`config.mk`:
```
export PLATFORM = sky130hd
export DESIGN_NAME = disp_scan
export DESIGN_NICKNAME = d
export VERILOG_FILES = /design/src/rtl/disp_pkg.sv /design/src/rtl/hex7seg.sv /design/src/rtl/disp_scan.sv
export SDC_FILE = /design/constraint.sdc
export NUM_CORES = 1
export LEC_CHECK = 0
export ABC_AREA = 1
export CORE_MARGIN = 1
export CORE_UTILIZATION = 53
export DETAILED_ROUTE_END_ITERATION = 6
export PLACE_DENSITY = 0.79
export SLEW_MARGIN = 15
export SYNTH_ARGS = -nofsm -noshare
export SYNTH_HDL_FRONTEND = slang
export SYNTH_HIERARCHICAL = 1
export SYNTH_SLANG_ARGS = --single-unit
```
`constraint.sdc`:
```
create_clock -name clk -period 2.4 [get_ports clk]
set_input_delay 0.36 -clock clk [delete_from_list [all_inputs] [get_ports clk]]
set_output_delay 0.36 -clock clk [all_outputs]
set_load 0.01 [all_outputs]
```
`src/rtl/disp_pkg.sv`:
```
// Shared constants, state type and the hex segment table for the display scan driver.
package disp_pkg;
    localparam int N_DIGITS = 4;
    localparam logic [6:0]          SEG_OFF = 7'h7F;
    localparam logic [N_DIGITS-1:0] AN_OFF  = 4'hF;

    typedef enum logic {DRIVE, GUARD} disp_state_t;

    // Active-low {g,f,e,d,c,b,a}, entry 15 first.
    localparam logic [15:0][6:0] SEG_TABLE = {
        7'h0E, 7'h06, 7'h21, 7'h46, 7'h03, 7'h08, 7'h10, 7'h00,
        7'h78, 7'h02, 7'h12, 7'h19, 7'h30, 7'h24, 7'h79, 7'h40
    };
endpackage

```
`src/rtl/hex7seg.sv`:
```
// Combinational hex nibble to active-low seven-segment pattern.
module hex7seg
    import disp_pkg::*;
(
    input  logic [3:0] i_nib,
    output logic [6:0] o_seg
);
    assign o_seg = SEG_TABLE[i_nib];
endmodule

```
`src/rtl/disp_scan.sv`:
```
// Four-digit seven-segment scan driver with per-digit guard blanking and frame latching.
// Optional leading-zero suppression when DISP_LZ_BLANK_EN is defined.
module disp_scan
    import disp_pkg::*;
#(
    parameter int BLANK_CYCLES = 4
) (
    input  logic                clk,
    input  logic                rst,
    input  logic                tick_in,
    input  logic [15:0]         value,
    input  logic [N_DIGITS-1:0] dp_in,
    input  logic                blank_in,
    output logic [N_DIGITS-1:0] an,
    output logic [6:0]          seg,
    output logic                dp,
    output logic                frame_done
);
    localparam logic [7:0] GLOAD = 8'(BLANK_CYCLES - 1);

    disp_state_t         r_state;
    logic [1:0]          r_idx;
    logic [7:0]          r_gcnt;
    logic                r_tick_q;
    logic [15:0]         r_val_latch;
    logic [N_DIGITS-1:0] r_dp_latch;
    logic [N_DIGITS-1:0] r_an;
    logic [6:0]          r_seg;
    logic                r_dp;
    logic                r_frame_done;

    logic       w_step;
    logic       w_wrap;
    logic       w_dark;
    logic [3:0] w_nib;
    logic [6:0] w_dec;
    logic [6:0] w_seg;

    // Rising edges seen during GUARD are dropped, not queued.
    assign w_step = tick_in & ~r_tick_q & (r_state == DRIVE);
    assign w_wrap = w_step & (r_idx == 2'd3);
    assign w_dark = blank_in | w_step | ((r_state == GUARD) && (r_gcnt != 8'd0));
    assign w_nib  = r_val_latch[{r_idx, 2'b00} +: 4];

    hex7seg u_dec (
        .i_nib (w_nib),
        .o_seg (w_dec)
    );

`ifdef DISP_LZ_BLANK_EN
    logic w_lz;
    always_comb begin
        w_lz = 1'b0;
        case (r_idx)
            2'd3:    w_lz = (r_val_latch[15:12] == 4'h0);
            2'd2:    w_lz = (r_val_latch[15:8] == 8'h0);
            2'd1:    w_lz = (r_val_latch[15:4] == 12'h0);
            default: w_lz = 1'b0;
        endcase
    end
    assign w_seg = w_lz ? SEG_OFF : w_dec;
`else
    assign w_seg = w_dec;
`endif

    // Output registers are loaded from the next-cycle view so they line up with the FSM state.
    always_ff @(posedge clk or negedge rst) begin
        if (!rst) begin
            r_state      <= DRIVE;
            r_idx        <= 2'd0;
            r_gcnt       <= 8'd0;
            r_tick_q     <= 1'b0;
            r_val_latch  <= 16'h0000;
            r_dp_latch   <= '0;
            r_an         <= AN_OFF;
            r_seg        <= SEG_OFF;
            r_dp         <= 1'b1;
            r_frame_done <= 1'b0;
        end else begin
            r_tick_q     <= tick_in;
            r_frame_done <= w_wrap;
            case (r_state)
                DRIVE: begin
                    if (w_step) begin
                        r_state <= GUARD;
                        r_gcnt  <= GLOAD;
                        r_idx   <= r_idx + 2'd1;
                    end
                end
                GUARD: begin
                    if (r_gcnt == 8'd0) r_state <= DRIVE;
                    else                r_gcnt  <= r_gcnt - 8'd1;
                end
                default: r_state <= DRIVE;
            endcase
            if (w_wrap) begin
                r_val_latch <= value;
                r_dp_latch  <= dp_in;
            end
            if (w_dark) begin
                r_an  <= AN_OFF;
                r_seg <= SEG_OFF;
                r_dp  <= 1'b1;
            end else begin
                r_an  <= AN_OFF ^ (N_DIGITS'(1) << r_idx);
                r_seg <= w_seg;
                r_dp  <= ~r_dp_latch[r_idx];
            end
        end
    end

    assign an         = r_an;
    assign seg        = r_seg;
    assign dp         = r_dp;
    assign frame_done = r_frame_done;
endmodule

```
-- After elaboration in Yosys (flattened, before gate mapping)
Memory sizes are Yosys's and may differ from the RTL's.
Index checks and enable logic that the tools add are counted.
- word-level logic and storage cells: 46
- latch bits: 0
- input port bits: 24
- bits in writable memories: 0
- ROM bits: 112
- output and inout port bits: 13
- flip-flop bits (word level): 45
- memories: 1
- memories (name ; depth ; bits a word ; read ports ; clocked after memory_dff ; write ports ; RTL line ; RTL):
    (name not given) ; 16 ; 7 ; 1 ; 0 ; 0 ; hex7seg.sv:8 ; assign o_seg = SEG_TABLE[i_nib];
- shifts and indexed selects: 2
- add/sub/neg operators: 2
- equality and inequality tests: 3
- multipliers: 0
- mux-type cells: 12
- div/mod/pow operators: 0
- bitwise operators: 9
- reduce and logical (&&, ||, !) cells: 5
- order comparisons: 2
- operators with widths (kind ; number):
    8-bit two-way mux ; 2
    8-bit case mux with 2 select lines ; 1
    16-bit by 5-bit variable part select with 4-bit output ; 1
    7-bit two-way mux ; 2
    8-bit zero test ; 1
    8-bit nonzero test ; 1
    8-bit by 1-bit subtractor with 8-bit output (second input constant) ; 1
    4-bit by 5-bit less-than comparator with 1-bit output (second input constant) ; 1
    1-bit two-way mux ; 4
    4-bit two-way mux ; 1
    2-bit != test (second input constant) ; 2
    4-bit inverter ; 1
    2-bit AND reduction ; 2
    1-bit by 2-bit left shift with 4-bit output (first input constant) ; 1
    1-bit bitwise AND ; 3
    2-bit by 3-bit less-than comparator with 1-bit output (second input constant) ; 1
    1-bit inverter ; 3
    2-bit by 1-bit adder with 2-bit output (second input constant) ; 1
    1-bit binary-select mux with 2-bit select ; 1
    2-bit == test (second input constant) ; 1
    1-bit OR ; 2
    1-bit case mux with 2 select lines ; 1
    1-bit logical AND ; 1

-- Depth between registers and ports, before layout
- word-level depth: 6
- depth in mapped cells: 12

-- By module
Netlist, hierarchy kept.
- by module, submodules not included (module ; seq. area each (um^2) ; times used ; area each (um^2) ; cells an instance):
    disp_scan ; 1141.1 ; 1 ; 2045.7 ; 240
    hex7seg ; 0.0 ; 1 ; 274.0 ; 49

-- Worst setup path after synthesis
No wires, ideal clock.
- path type: flip-flop to flip-flop
- start point: register r_idx[0]
- end point: register r_seg[3] (netlist: seg[3])
- cell stages (with the launch flop): 12
- path buffers: 1
- library setup time: 60 ps
- arrival: 1893 ps
- setup slack: 447 ps
- clock period less this slack: 1953 ps
- data required time: 2340 ps
- cells stage by stage: dfrtp_1 > inv_1 > clkbuf_1 > o21ai_0 > o22ai_1 > inv_1 > ha_1 > nand2_1 > nand3_1 > nand2_1 > inv_1 > nand2_1
- longest elaborated chain between the ends: 4
- ends and longest elaborated chain (item ; RTL line ; RTL):
    start: declaration ; disp_scan.sv:22 ; logic [1:0] r_idx;
    start signal: assignment ; disp_scan.sv:87 ; r_idx <= r_idx + 2'd1;
    16-bit by 5-bit variable part select with 4-bit output ; disp_scan.sv:43 ; assign w_nib = r_val_latch[{r_idx, 2'b00} +: 4];
    named net w_nib[1] ; disp_scan.sv:35 ; logic [3:0] w_nib;
    memory 16 x 7 bit ; - ;
    7-bit two-way mux (implied by the code) ; hex7seg.sv:8 ;
    named net w_dec[3] ; disp_scan.sv:36 ; logic [6:0] w_dec;
    7-bit two-way mux ; disp_scan.sv:100 ; if (w_dark) begin
    end signal: assignment ; disp_scan.sv:106 ; r_seg <= w_seg;
    end: declaration ; disp_scan.sv:28 ; logic [6:0] r_seg;
The timed path passes the listed nets, and every way through them passes these cells. The select of a mux whose other input is x is not followed.
A chain may end at the register's enable or synchronous reset.

-- Final worst setup path
- start point: register r_idx[0]
- end point: register r_seg[5] (netlist: seg[5])
Same word-level chain as after synthesis.

==> flow_summary.toml <==
[critical_path]
crit_fanout = 13
path_class = "flop to flop"
cpMaxStageDelayCell = "dfrtp_1"
crit_path_frequent_cell = "nand2_1"
critPathCaptureType = "flop"
path_cells = "inv_1 > o21ai_0 > o22ai_1 > buf_4 > ha_1 > nand2_1 > o21ai_1 > nand2_1 > nand2_1 > inv_1 > nand2_1"
critical_path_arrival_ns = 2.18
max_stage_delay_ns = 0.55
worstSetupStartpointType = "flop"
required_ns = 2.62

[die]
die_h_um = 68.2
io-pin-count = 37
initial_core_util = 0.568
core_area_mm2 = 0.00409
die-area_mm2 = 0.00465
std_cell_rows = 23
die_w_um = 68.2

[global_route]
first_global_vias = 1691
grt_use_total = 0.227
grt_pass1_wl_um = 7620
grt-ovfl-total = 0
grt_max_degree = 36
antenna_found_initial = 0

[synthesis]
avgSynthCellArea_um2 = 8.03
postSynthCellCount = 289
ys_seq_area_frac = 0.492
synth_cell_types = 23
ys_ff_latch = 45
syn_nets = 326
yosys_warnings = 6
synth_area_mm2 = 0.00232

[placement]
dp_hpwl_um = 3200
io_buffers = 36
dp_slack_ns = 0.471
place_congestion = 0.848
post_dp_cell_area_mm2 = 0.00272

[timing]
post-route-worst-setup-slack_ns = 0.441
fmax_mhz = 510
layout_min_cycle_time_ns = 1.96
rsz0062_at_grt = "false"
slew_headroom = 0.480
hold_violations = 0
drv_slew = 0
setup_tns_ns = 0
skew_ns = 0.0116
post-route-period-util = 0.816
worst_pin_slew_ns = 0.779
setup-violations-final = 0

[cells_and_area]
diodes = 0
final_cell_area_mm2 = 0.00282
final_common_cell = "nand2_1"
final_cell_mix = "114 x nand2_1, 35 x clkdlybuf4s50_1, 33 x dfrtp_1"
nFillCells = 358
area_growth_pct = 21.7
register_area_mm2 = 0.00114
multi_input_area_mm2 = 0.00101
fin_nets = 365
drive_above_1_share = 0.100

[min_path]
hp-class = "input pin to asynchronous set/reset pin"

[clock_tree]
cts_buffer_depth = 2
clk_pin_slew_ns = 0.09
clkLatencyLatePin_ns = 0.30
cts_max_level = 2
cts_tree = "done"
cts.sinks = 45
post_cts_buffers = 0
numCtsBuffers = 5
cts_root_buf = "clkbuf_8"
cts_resized = 0
cts_hold_buf = 0

[route]
viasPerCell = 4.93
avgRoutedWirePerCell_um = 11.7
wl_um = 4450
ant_nets = 0
drt_iter0_markers = 141
drc = 0
dr.pass1.iters = 4
num_vias = 1870

[run]
cap_violations = 0

[outcome]
outcome = "completed"

[pwr]
power_leakage_nw = 1.43
power_density_mw_per_mm2 = 1380
vdd_drop_max_uv = 576
power by group:
part,switching (mW),internal (mW),leakage (nW)
Sequential,0.230,1.11,0.539
Clock,0.243,0.307,0.0528
Combinational,1.19,0.813,0.840
Total,1.66,2.23,1.43
cells in the mapped netlist, drive strengths merged:
master / n / area share
ha: 13 / 0.070
nand3: 17 / 0.037
nor2: 30 / 0.052
nand2: 118 / 0.20
nand4: 3 / 0.0081
xor2: 3 / 0.011
clkbuf: 2 / 0.0032
buf: 8 / 0.025
o22ai: 5 / 0.013
xnor2: 1 / 0.0038
dfstp: 12 / 0.14
o21ai: 15 / 0.036
inv: 27 / 0.044
o21bai: 1 / 0.0032
dfrtp: 33 / 0.36
a21oi: 1 / 0.0022
metrics by stage:
stage | utilization | hold WS, ns | cells | power (mW)
final | 0.691 | 0.127 | 379 | 3.90
after global routing | 0.691 | 0.174 | 379 | 4.31
after CTS | 0.691 | 0.144 | 379 | 3.91
after detailed placement | 0.665 | 0.471 | 371 | 3.35
after global placement | 0.665 | 0.465 | 371 | 3.27
after floorplan | - | 0.0644 | 289 | 2.79
worst paths after layout:
kind                                start             end  slack (ns)  cells past startpoint
max                              r_idx[0]          seg[5]        0.44                     11
min                                   rst       r_gcnt[2]        0.13                      1
max reg2reg                      r_idx[0]          seg[5]        0.44                     11
min reg2reg                r_val_latch[4]  r_val_latch[4]        0.49                      2
max in group asynchronous             rst          seg[4]        1.55                      2
min in group clk           r_val_latch[4]  r_val_latch[4]        0.49                      2
metal layers:
metal | global-route usage | wire [um] | vias up
met1 | 0.304 | 2110 | 846
met3 | 0.0617 | 215 | 8
li1 | - | - | 967
met4 | 0.0859 | 77 | 0
met5 | 0 | 0 | -
met2 | 0.350 | 2050 | 49
cell families after synthesis:
group                      after synthesis  synth area share
and+or+nand+nor                        168             0.296
DFF                                     45             0.492
buffers and inverters                   37            0.0723
AOI/OAI and AO/OA                       22            0.0545
adders and majority gates               13            0.0701
xor gates and xnor gates                 4            0.0151
state kept, by name, indices dropped and copies added, names as in the netlist:
register     flops
r_gcnt           8
r_dp_latch       4
r_idx            2
seg              7
an               4
frame_done       1
r_tick_q         1
r_state          1
dp               1
r_val_latch     16
area by class of cell:
| cell class | count | share of cell area |
|---|---|---|
| flip-flops and latches | 45 | 0.404 |
| multi-input cells | 207 | 0.358 |
| repair buffers | 42 | 0.142 |
| inverters | 27 | 0.0359 |
| clock buffers | 6 | 0.0257 |
| well taps | 50 | 0.0222 |
| clock inverters | 2 | 0.0120 |
critical path: cells and delay by family (launching register included):
family | cells | cell delay, ns
AO/OA/AOI/OAI | 3 | 0.42
adder cells (fa/ha/maj) | 1 | 0.19
buffers and inverters | 3 | 0.48
flip-flops | 1 | 0.55
AND/OR/NAND/NOR | 4 | 0.26
No activity file was read; power rests on OpenSTA's default activity.
